<file path="config.mk">
export PLATFORM = sky130hd
export DESIGN_NAME = l2_port_arbiter
export DESIGN_NICKNAME = d
export VERILOG_FILES = /design/src/rtl/l2_port_arbiter.sv
export SDC_FILE = /design/constraint.sdc
export NUM_CORES = 1
export LEC_CHECK = 0
export ABC_CLOCK_PERIOD_IN_PS = 2000
export BUFFER_PORTS_ARGS = -buffer_cell sky130_fd_sc_hd__buf_2
export CAP_MARGIN = 20
export CORE_AREA = 4 4 126 152
export CTS_BUF_LIST = sky130_fd_sc_hd__clkbuf_4 sky130_fd_sc_hd__clkbuf_8
export CTS_CLUSTER_SIZE = 30
export DETAILED_ROUTE_END_ITERATION = 8
export DIE_AREA = 0 0 130 156
export PLACE_DENSITY = 0.67
export SYNTH_ARGS = -nofsm -noshare
export SYNTH_HDL_FRONTEND = slang
export SYNTH_SLANG_ARGS = --single-unit
</file>
<file path="constraint.sdc">
create_clock -name clk -period 2 [get_ports clk]
set_clock_uncertainty 0.05 [all_clocks]
set_input_delay 0.3 -clock clk [delete_from_list [all_inputs] [get_ports clk]]
set_output_delay 0.3 -clock clk [all_outputs]
set_load 0.02 [all_outputs]
</file>
<file path="src/rtl/l2_port_arbiter.sv">
// l2_port_arbiter: round-robin arbiter sharing the single L2 request port between icache and dcache.
package l2_port_arbiter_pkg;
  typedef enum logic {LOAD = 1'b0, STORE = 1'b1} memory_operation_e;
endpackage

module l2_port_arbiter
  import l2_port_arbiter_pkg::*;
#(
  parameter int XLEN = 32,
  parameter int L2_TIMEOUT_CYCLES = 1024
) (
  input  logic              clk,
  input  logic              reset,
  input  logic [XLEN-1:0]   ic_req_address,
  input  memory_operation_e ic_req_type,
  input  logic              ic_req_valid,
  input  logic [XLEN-1:0]   ic_word_to_store,
  output logic [XLEN-1:0]   ic_fetched_word,
  output logic              ic_fetched_word_valid,
  input  logic [XLEN-1:0]   dc_req_address,
  input  memory_operation_e dc_req_type,
  input  logic              dc_req_valid,
  input  logic [XLEN-1:0]   dc_word_to_store,
  output logic [XLEN-1:0]   dc_fetched_word,
  output logic              dc_fetched_word_valid,
  output logic [XLEN-1:0]   l2_req_address,
  output memory_operation_e l2_req_type,
  output logic              l2_req_valid,
  output logic [XLEN-1:0]   l2_word_to_store,
  input  logic [XLEN-1:0]   l2_fetched_word,
  input  logic              l2_fetched_word_valid,
  output logic              l2_timeout
);
  typedef enum logic [1:0] {IDLE, GRANT, RESP} state_e;
  localparam bit TO_EN = L2_TIMEOUT_CYCLES > 0;
  localparam int CW = TO_EN ? $clog2(L2_TIMEOUT_CYCLES + 1) : 1;
  localparam logic [CW-1:0] TMAX = CW'(L2_TIMEOUT_CYCLES);
  state_e state_q, state_d;
  logic owner_q, owner_d, last_q, last_d;
  logic [CW-1:0] cnt_q, cnt_d;
  logic timeout_q, timeout_d;
  logic [XLEN-1:0] addr_q, addr_d, wdata_q, wdata_d;
  logic [XLEN-1:0] ic_word_q, ic_word_d, dc_word_q, dc_word_d;
  memory_operation_e type_q, type_d;
  logic pick_dc;
  // owner/last_grant encode 1 = dcache; last_grant resets to icache so dcache wins the first tie
  always_comb begin
    state_d = state_q;
    owner_d = owner_q;
    last_d = last_q;
    cnt_d = cnt_q;
    timeout_d = timeout_q;
    addr_d = addr_q;
    type_d = type_q;
    wdata_d = wdata_q;
    ic_word_d = ic_word_q;
    dc_word_d = dc_word_q;
    pick_dc = dc_req_valid && (!ic_req_valid || !last_q);
    case (state_q)
      IDLE: if (ic_req_valid || dc_req_valid) begin
        state_d = GRANT;
        owner_d = pick_dc;
        last_d = pick_dc;
        cnt_d = '0;
        addr_d = pick_dc ? dc_req_address : ic_req_address;
        type_d = pick_dc ? dc_req_type : ic_req_type;
        wdata_d = pick_dc ? dc_word_to_store : ic_word_to_store;
      end
      GRANT: begin
        cnt_d = (TO_EN && cnt_q != TMAX) ? cnt_q + 1'b1 : cnt_q;
        timeout_d = timeout_q || (TO_EN && cnt_d == TMAX);
        if (l2_fetched_word_valid) begin
          state_d = RESP;
          ic_word_d = owner_q ? ic_word_q : l2_fetched_word;
          dc_word_d = owner_q ? l2_fetched_word : dc_word_q;
        end
      end
      default: state_d = IDLE;
    endcase
  end
  always_ff @(posedge clk) begin
    if (reset) begin
      state_q <= IDLE;
      owner_q <= 1'b0;
      last_q <= 1'b0;
      cnt_q <= '0;
      timeout_q <= 1'b0;
      addr_q <= '0;
      type_q <= LOAD;
      wdata_q <= '0;
      ic_word_q <= '0;
      dc_word_q <= '0;
    end else begin
      state_q <= state_d;
      owner_q <= owner_d;
      last_q <= last_d;
      cnt_q <= cnt_d;
      timeout_q <= timeout_d;
      addr_q <= addr_d;
      type_q <= type_d;
      wdata_q <= wdata_d;
      ic_word_q <= ic_word_d;
      dc_word_q <= dc_word_d;
    end
  end
  assign l2_req_valid = state_q == GRANT;
  assign ic_fetched_word_valid = state_q == RESP && !owner_q;
  assign dc_fetched_word_valid = state_q == RESP && owner_q;
  assign l2_req_address = addr_q;
  assign l2_req_type = type_q;
  assign l2_word_to_store = wdata_q;
  assign ic_fetched_word = ic_word_q;
  assign dc_fetched_word = dc_word_q;
  assign l2_timeout = timeout_q;
endmodule
</file>
==> results.py, run 1 <==
metrics = {
    "clock_network": {
        "cts.repair.resized": 0,
        "htree_levels": 4,
        "hold_buffers": 0,
        "clk_path_buf_depth": 2,
        "clock_sinks": 144,
        "path_clk_slew_ns": 0.09,
        "cts-buffers-inserted": 17,
        "cts_tree": "done",
        "cts_setup_buffers": 0,
        "worstSkewPairLatency_ns": 0.42,
        "cts-root-buf": "clkbuf_8",
    },
    "global_route": {
        "busiest_layer": "met2",
        "grtUsageMet1_pct": 20.2,
        "grt_pass1_wl_um": 28300,
        "grtUsageMet2_pct": 30.9,
        "grt_max_degree": 54,
        "grt_use_met3_pct": 3.94,
        "antenna_found_initial": 0,
        "overflow": 0,
        "grt_pass1_vias": 5593,
        "grt_usage_pct": 17.4,
    },
    "min_path": {
        "whs_path_depth": 3,
        "min_from": "l2_fetched_word[20]",
        "whs_endpoint": "dc_fetched_word[20]",
        "hp-class": "in2reg",
    },
    "final_layout": {
        "multiInputGateArea_um2": 2840,
        "num-nets-final": 1141,
        "diodes": 0,
        "ff_latch_area_um2": 2880,
        "fill_cells": 1770,
        "layout-drive-gt1-share_pct": 37.7,
        "area_growth_pct": 34.4,
    },
    "placement": {
        "dpl.hpwl_um": 13400,
        "place_congestion": 0.857,
        "portBuffers": 299,
        "dp_slack_ns": 0.212,
    },
    "synthesis": {
        "synth_nets": 862,
        "yosysTopAreaCellShare_pct": 47.3,
        "yosys_most_used_dff": "dfxtp_1",
        "async_flop_share_pct": 0,
        "yosysMostFrequentCell": "dfxtp_1",
        "synth_common_cells": "144 x dfxtp_1, 134 x nand2_1, 82 x nor2_1",
        "syn_inst": 693,
        "ys.warnings.count": 0,
        "synth.avg_cell_area_um2": 8.80,
        "ys_seq_area_share_pct": 47.3,
        "synth_edf_count": 0,
        "synth_area_leaders": "dfxtp_1 47%, mux2i_1 11%, nand2_1 8.2%",
        "synth.largest_area_cell": "dfxtp_1",
        "ys_ff_latch": 144,
        "synth.distinct_cells": 54,
        "netlist_area_um2": 6100,
    },
    "die": {
        "fp.dieH_um": 156,
        "pin_count": 300,
        "die_w_um": 130,
        "dieArea_um2": 20300,
        "rows": 53,
        "initial_utilization_pct": 34.8,
        "fp.coreArea_um2": 17500,
    },
    "worst_setup_path": {
        "worstSetupStartpointType": "register",
        "worstPathRequired_ns": 2.29,
        "regToRegSetupSlack_ns": 0.16,
        "crit_fanout": 8,
        "ff2ff_path_depth": 6,
        "r2r-end": "l2_timeout",
        "cp-end-kind": "register",
        "critical_path_class": "reg2reg",
        "worst-endpoint-arrival_ns": 2.13,
        "r2r_start": "cnt_q[0]",
    },
    "routing": {
        "routed_via_density": 4.81,
        "wl_per_cell_um": 15.0,
        "drt-pass1-iter-count": 4,
        "drc": 0,
        "drt-total-wl_um": 18000,
        "via_count": 5799,
        "ant_nets": 0,
        "drtIter0Drc": 238,
    },
    "run": {
        "maxCapViolCount": 0,
    },
    "sta": {
        "tightest_slew_ns": 0.395,
        "min_period_ns": 1.84,
        "slew_headroom_pct": 72.9,
        "fin_setup_tns_ns": 0,
        "rsz0062_at_grt": "false",
        "fmax_ghz": 0.545,
        "fin_crit_sh_pct": 91.8,
        "setup_violations": 0,
        "setup_slack_ns": 0.165,
        "slew_violations": 0,
        "finalHoldViolCount": 0,
    },
    "power_and_ir_drop": {
        "peakVddDrop_v": 0.000375,
        "power.total_mw": 6.92,
        "power_leakage_nw": 3.83,
        "p_per_area_nw_per_um2": 844,
    },
    "status": {
        "status": "complete, no violations",
    },
}
## cell type report
| type | count | share of cell area, % |
|---|---|---|
| Timing Repair Buffer | 320 | 21.6 |
| Inverter | 4 | 0.214 |
| Clock inverter | 13 | 1.85 |
| Sequential cell | 144 | 35.2 |
| Multi-Input combinational cell | 485 | 34.6 |
| Tap cell | 220 | 3.36 |
| Clock buffer | 19 | 3.19 |
## routing by layer
metal	vias to the layer above	share of wire, %
met5	-	0
met2	174	52
met4	0	2.2
li1	2960	-
met3	26	6.2
met1	2639	40
## worst max-delay path by stage
stage	start	end	slack, ns	cells after the start
2_1_floorplan	cnt_q[0]	l2_timeout	0.38	6
3_3_place_gp	cnt_q[0]	l2_timeout	0.26	6
3_5_place_dp	cnt_q[0]	l2_timeout	0.21	6
4_1_cts	cnt_q[0]	l2_timeout	0.19	6
5_1_grt	cnt_q[0]	l2_timeout	0.06	6
6_report	cnt_q[0]	l2_timeout	0.16	6
## critical path: stages (launching register included)
cell,delay (ns)
dfxtp_1,0.38
ha_1,0.28
a2111oi_0,0.41
a21oi_1,0.07
o21ai_0,0.22
nand3_1,0.12
o31ai_2,0.23
## per-stage QoR
| stage | instances | util (%) | area, µm² | hold WS, ns |
|---|---|---|---|---|
| final | 1205 | 46.8 | 8200 | 0.0634 |
| after global routing | 1205 | 46.8 | 8200 | 0.0169 |
| after CTS | 1205 | 46.8 | 8200 | 0.0194 |
| after detailed placement | 1173 | 44.5 | 7780 | 0.393 |
| after global placement | 1173 | 44.5 | 7780 | 0.389 |
| after floorplan | 693 | - | 6100 | 0.386 |
## cell families after synthesis
kind of cell               share of synthesized area (%)
xor gates and xnor gates                           0.431
adders and majority gates                          0.410
buffers and inverters                               6.16
muxes                                               11.0
and+or+nand+nor                                     17.5
AOI/OAI and AO/OA                                   17.2
DFF                                                 47.3
## power breakdown
group	switching [mW]	internal, mW
clock	1.18	1.20
combinational	0.824	0.548
sequential	0.103	3.06
## placed cells by master (no fill, tap or decap), types with 7 or more instances in the layout
cell type / instances
buf_12: 9
nor2_1: 82
a21oi_1: 76
buf_4: 13
a211oi_1: 60
mux2i_1: 67
clkbuf_8: 19
buf_2: 298
dfxtp_1: 144
nand2_1: 134
o21ai_0: 7
## sequential cells by signal (all words and copies together) (netlist names)
name	flops
l2_word_to_store	32
cnt_q	11
ic_fetched_word	32
dc_fetched_word	32
l2_timeout	1
l2_req_address	32
l2_req_type	1
state_q	2
last_q	1
(Power assumes the default switching activity.)
==> inputs of run 2 (changes only) <==
--- a/config.mk
+++ b/config.mk
@@ -8,12 +8,12 @@
 export ABC_CLOCK_PERIOD_IN_PS = 2000
 export BUFFER_PORTS_ARGS = -buffer_cell sky130_fd_sc_hd__buf_2
 export CAP_MARGIN = 20
-export CORE_AREA = 4 4 126 152
+export CORE_AREA = 4 4 112 135
 export CTS_BUF_LIST = sky130_fd_sc_hd__clkbuf_4 sky130_fd_sc_hd__clkbuf_8
 export CTS_CLUSTER_SIZE = 30
 export DETAILED_ROUTE_END_ITERATION = 8
-export DIE_AREA = 0 0 130 156
-export PLACE_DENSITY = 0.67
+export DIE_AREA = 0 0 116 139
+export PLACE_DENSITY = 0.81
 export SYNTH_ARGS = -nofsm -noshare
 export SYNTH_HDL_FRONTEND = slang
 export SYNTH_SLANG_ARGS = --single-unit
==> constraint.sdc (replaced) <==
create_clock -name clk -period 2 [get_ports clk]
set_clock_uncertainty 0.05 [all_clocks]
set_input_delay 0.6 -clock clk [delete_from_list [all_inputs] [get_ports clk]]
set_output_delay 0.6 -clock clk [all_outputs]
set_load 0.02 [all_outputs]
==> run 2 against run 1 <==
Net effect: final cell count down 3.5%; clock power shrank 9.7%; first-iteration DRC count rose by 54%; non-clock buffer count is 6 higher; combinational power rose by 3%; sequential cell count unchanged.
==> results.py, run 2 (synthesis results as in run 1) <==
metrics = {
    "worst_setup_path": {
        "worst-endpoint-arrival_ns": 1.26,
        "cp-end-kind": "output pin",
        "critical_path_class": "reg2out",
        "crit_fanout": 10,
        "worstSetupStartpointType": "register",
        "worstPathRequired_ns": 1.35,
    },
    "clock_network": {
        "path_clk_slew_ns": 0.09,
        "cts-buffers-inserted": 17,
        "cts-root-buf": "clkbuf_8",
        "cts_tree": "done",
        "worstSkewPairLatency_ns": 0.42,
        "clk_path_buf_depth": 2,
        "htree_levels": 4,
        "clock_sinks": 144,
    },
    "power_and_ir_drop": {
        "power_frac_clock_pct": 31.9,
        "p_seq_share_pct": 47.1,
        "p_int_mw": 4.57,
        "power_switching_share_pct": 32.1,
        "power_switching_mw": 2.16,
        "share_comb_of_total_power_pct": 21.0,
        "power.total_mw": 6.73,
        "p_per_area_nw_per_um2": 823,
        "peakVddDrop_v": 0.000412,
        "power_leakage_nw": 3.84,
    },
    "sta": {
        "fin_crit_sh_pct": 95.5,
        "fmax_ghz": 0.524,
        "min_period_ns": 1.91,
        "slew_violations": 0,
        "fin_setup_tns_ns": 0,
        "rsz0062_at_grt": "false",
        "setup_violations": 0,
        "finalHoldViolCount": 0,
        "slew_headroom_pct": 72.0,
        "tightest_slew_ns": 0.417,
    },
    "final_layout": {
        "final_cell_mix": "298 x buf_2, 141 x dfxtp_1, 134 x nand2_1, 82 x nor2_1, 76 x a21oi_1",
        "num-nets-final": 1147,
        "fill_cells": 1235,
        "ff_latch_area_um2": 2890,
        "multiInputGateArea_um2": 2840,
        "finalNonFillerCells": 1163,
        "layout-drive-gt1-share_pct": 38.3,
        "area_growth_pct": 34.1,
        "final_common_cell": "buf_2",
    },
    "routing": {
        "ant_nets": 0,
        "drt-total-wl_um": 17800,
        "routed_via_density": 5.09,
        "drtIter0Drc": 366,
        "wl_per_cell_um": 15.3,
        "drt-pass1-iter-count": 4,
        "via_count": 5918,
        "drc": 0,
    },
    "status": {
        "status": "complete, no violations",
    },
    "run": {
        "maxCapViolCount": 0,
    },
    "die": {
        "fp.dieH_um": 139,
        "initial_utilization_pct": 44.3,
        "pin_count": 300,
        "rows": 47,
        "die_w_um": 116,
        "dieArea_um2": 16100,
        "fp.coreArea_um2": 13800,
    },
    "global_route": {
        "antenna_found_initial": 1,
        "grt_max_degree": 54,
        "grt_pass1_wl_um": 27600,
        "grt_pass1_vias": 5471,
        "grt_usage_pct": 21.4,
        "overflow": 0,
    },
    "placement": {
        "portBuffers": 299,
        "dpl.hpwl_um": 13700,
        "dp_cells": 1129,
        "place_congestion": 0.818,
    },
    "min_path": {
        "hp-class": "in2reg",
    },
}
run 2: cell types whose count changed in the layout (fill, tap and decap cells not counted), sizes merged:
cell,change
bufinv,-2
buf,+6
inv,+4
clkinv,-2
clkinvlp,+1
diode,+1
clkbuf,-1
run 2: critical path, cell delays in order (launching register included):
cell,delay [ns]
dfxtp_4,0.38
nand2b_4,0.16
inv_4,0.12
buf_2,0.18
run 2: stage by stage:
| step | area [µm²] | hold WS, ns | utilization (%) | setup WS [ns] |
|---|---|---|---|---|
| global route | 8180 | 0.339 | 59.4 | 0.0112 |
| global placement | 7790 | 0.389 | 56.6 | 0.185 |
| finish | 8180 | 0.368 | 59.4 | 0.0906 |
| CTS | 8170 | 0.332 | 59.4 | 0.0672 |
| detailed placement | 7790 | 0.394 | 56.6 | 0.132 |
| floorplan | 6100 | 0.438 | - | 0.337 |
run 2: cell type report:
class                           instances  area share (%)
Sequential cell                       144            35.4
Timing Repair Buffer                  326            22.5
Clock buffer                           18            3.03
Clock inverter                         14            1.48
Tap cell                              171            2.62
Multi-Input combinational cell        485            34.8
Inverter                                4           0.214
Antenna cell                            1          0.0306
run 2: routing by layer:
layer	wire, µm	vias to the layer above	GRT usage, %
li1	-	2980	-
met1	7350	2638	26.7
met2	8510	271	35.6
met3	1420	29	4.58
met4	499	0	8.67
met5	0	-	0
run 2: power by group through the flow:
| stage | clock [mW] | combinational [mW] | sequential [mW] |
|---|---|---|---|
| floorplan | 0 | 0.607 | 3.47 |
| global placement | 0 | 1.40 | 3.23 |
| detailed placement | 0 | 1.42 | 3.24 |
| CTS | 2.21 | 1.42 | 3.17 |
| global route | 2.36 | 1.54 | 3.20 |
| finish | 2.15 | 1.41 | 3.17 |
run 2: worst paths after layout:
| kind | cells past startpoint | from | end | slack [ns] |
|---|---|---|---|---|
| setup / recovery | 3 | state_q[1] | l2_req_valid | 0.09 |
| hold / removal | 3 | l2_fetched_word[19] | dc_fetched_word[19] | 0.37 |
| setup reg to reg | 6 | cnt_q[0] | l2_timeout | 0.19 |
| hold reg to reg | 2 | dc_fetched_word[31] | dc_fetched_word[31] | 0.40 |
run 2: timing repair:
| action | in CTS | in global routing |
|---|---|---|
| buffers inserted | 1 | 0 |
| setup endpoints to repair | 3 | 2 |
| gates resized for setup | 4 | 2 |
| hold buffers | 0 | 0 |
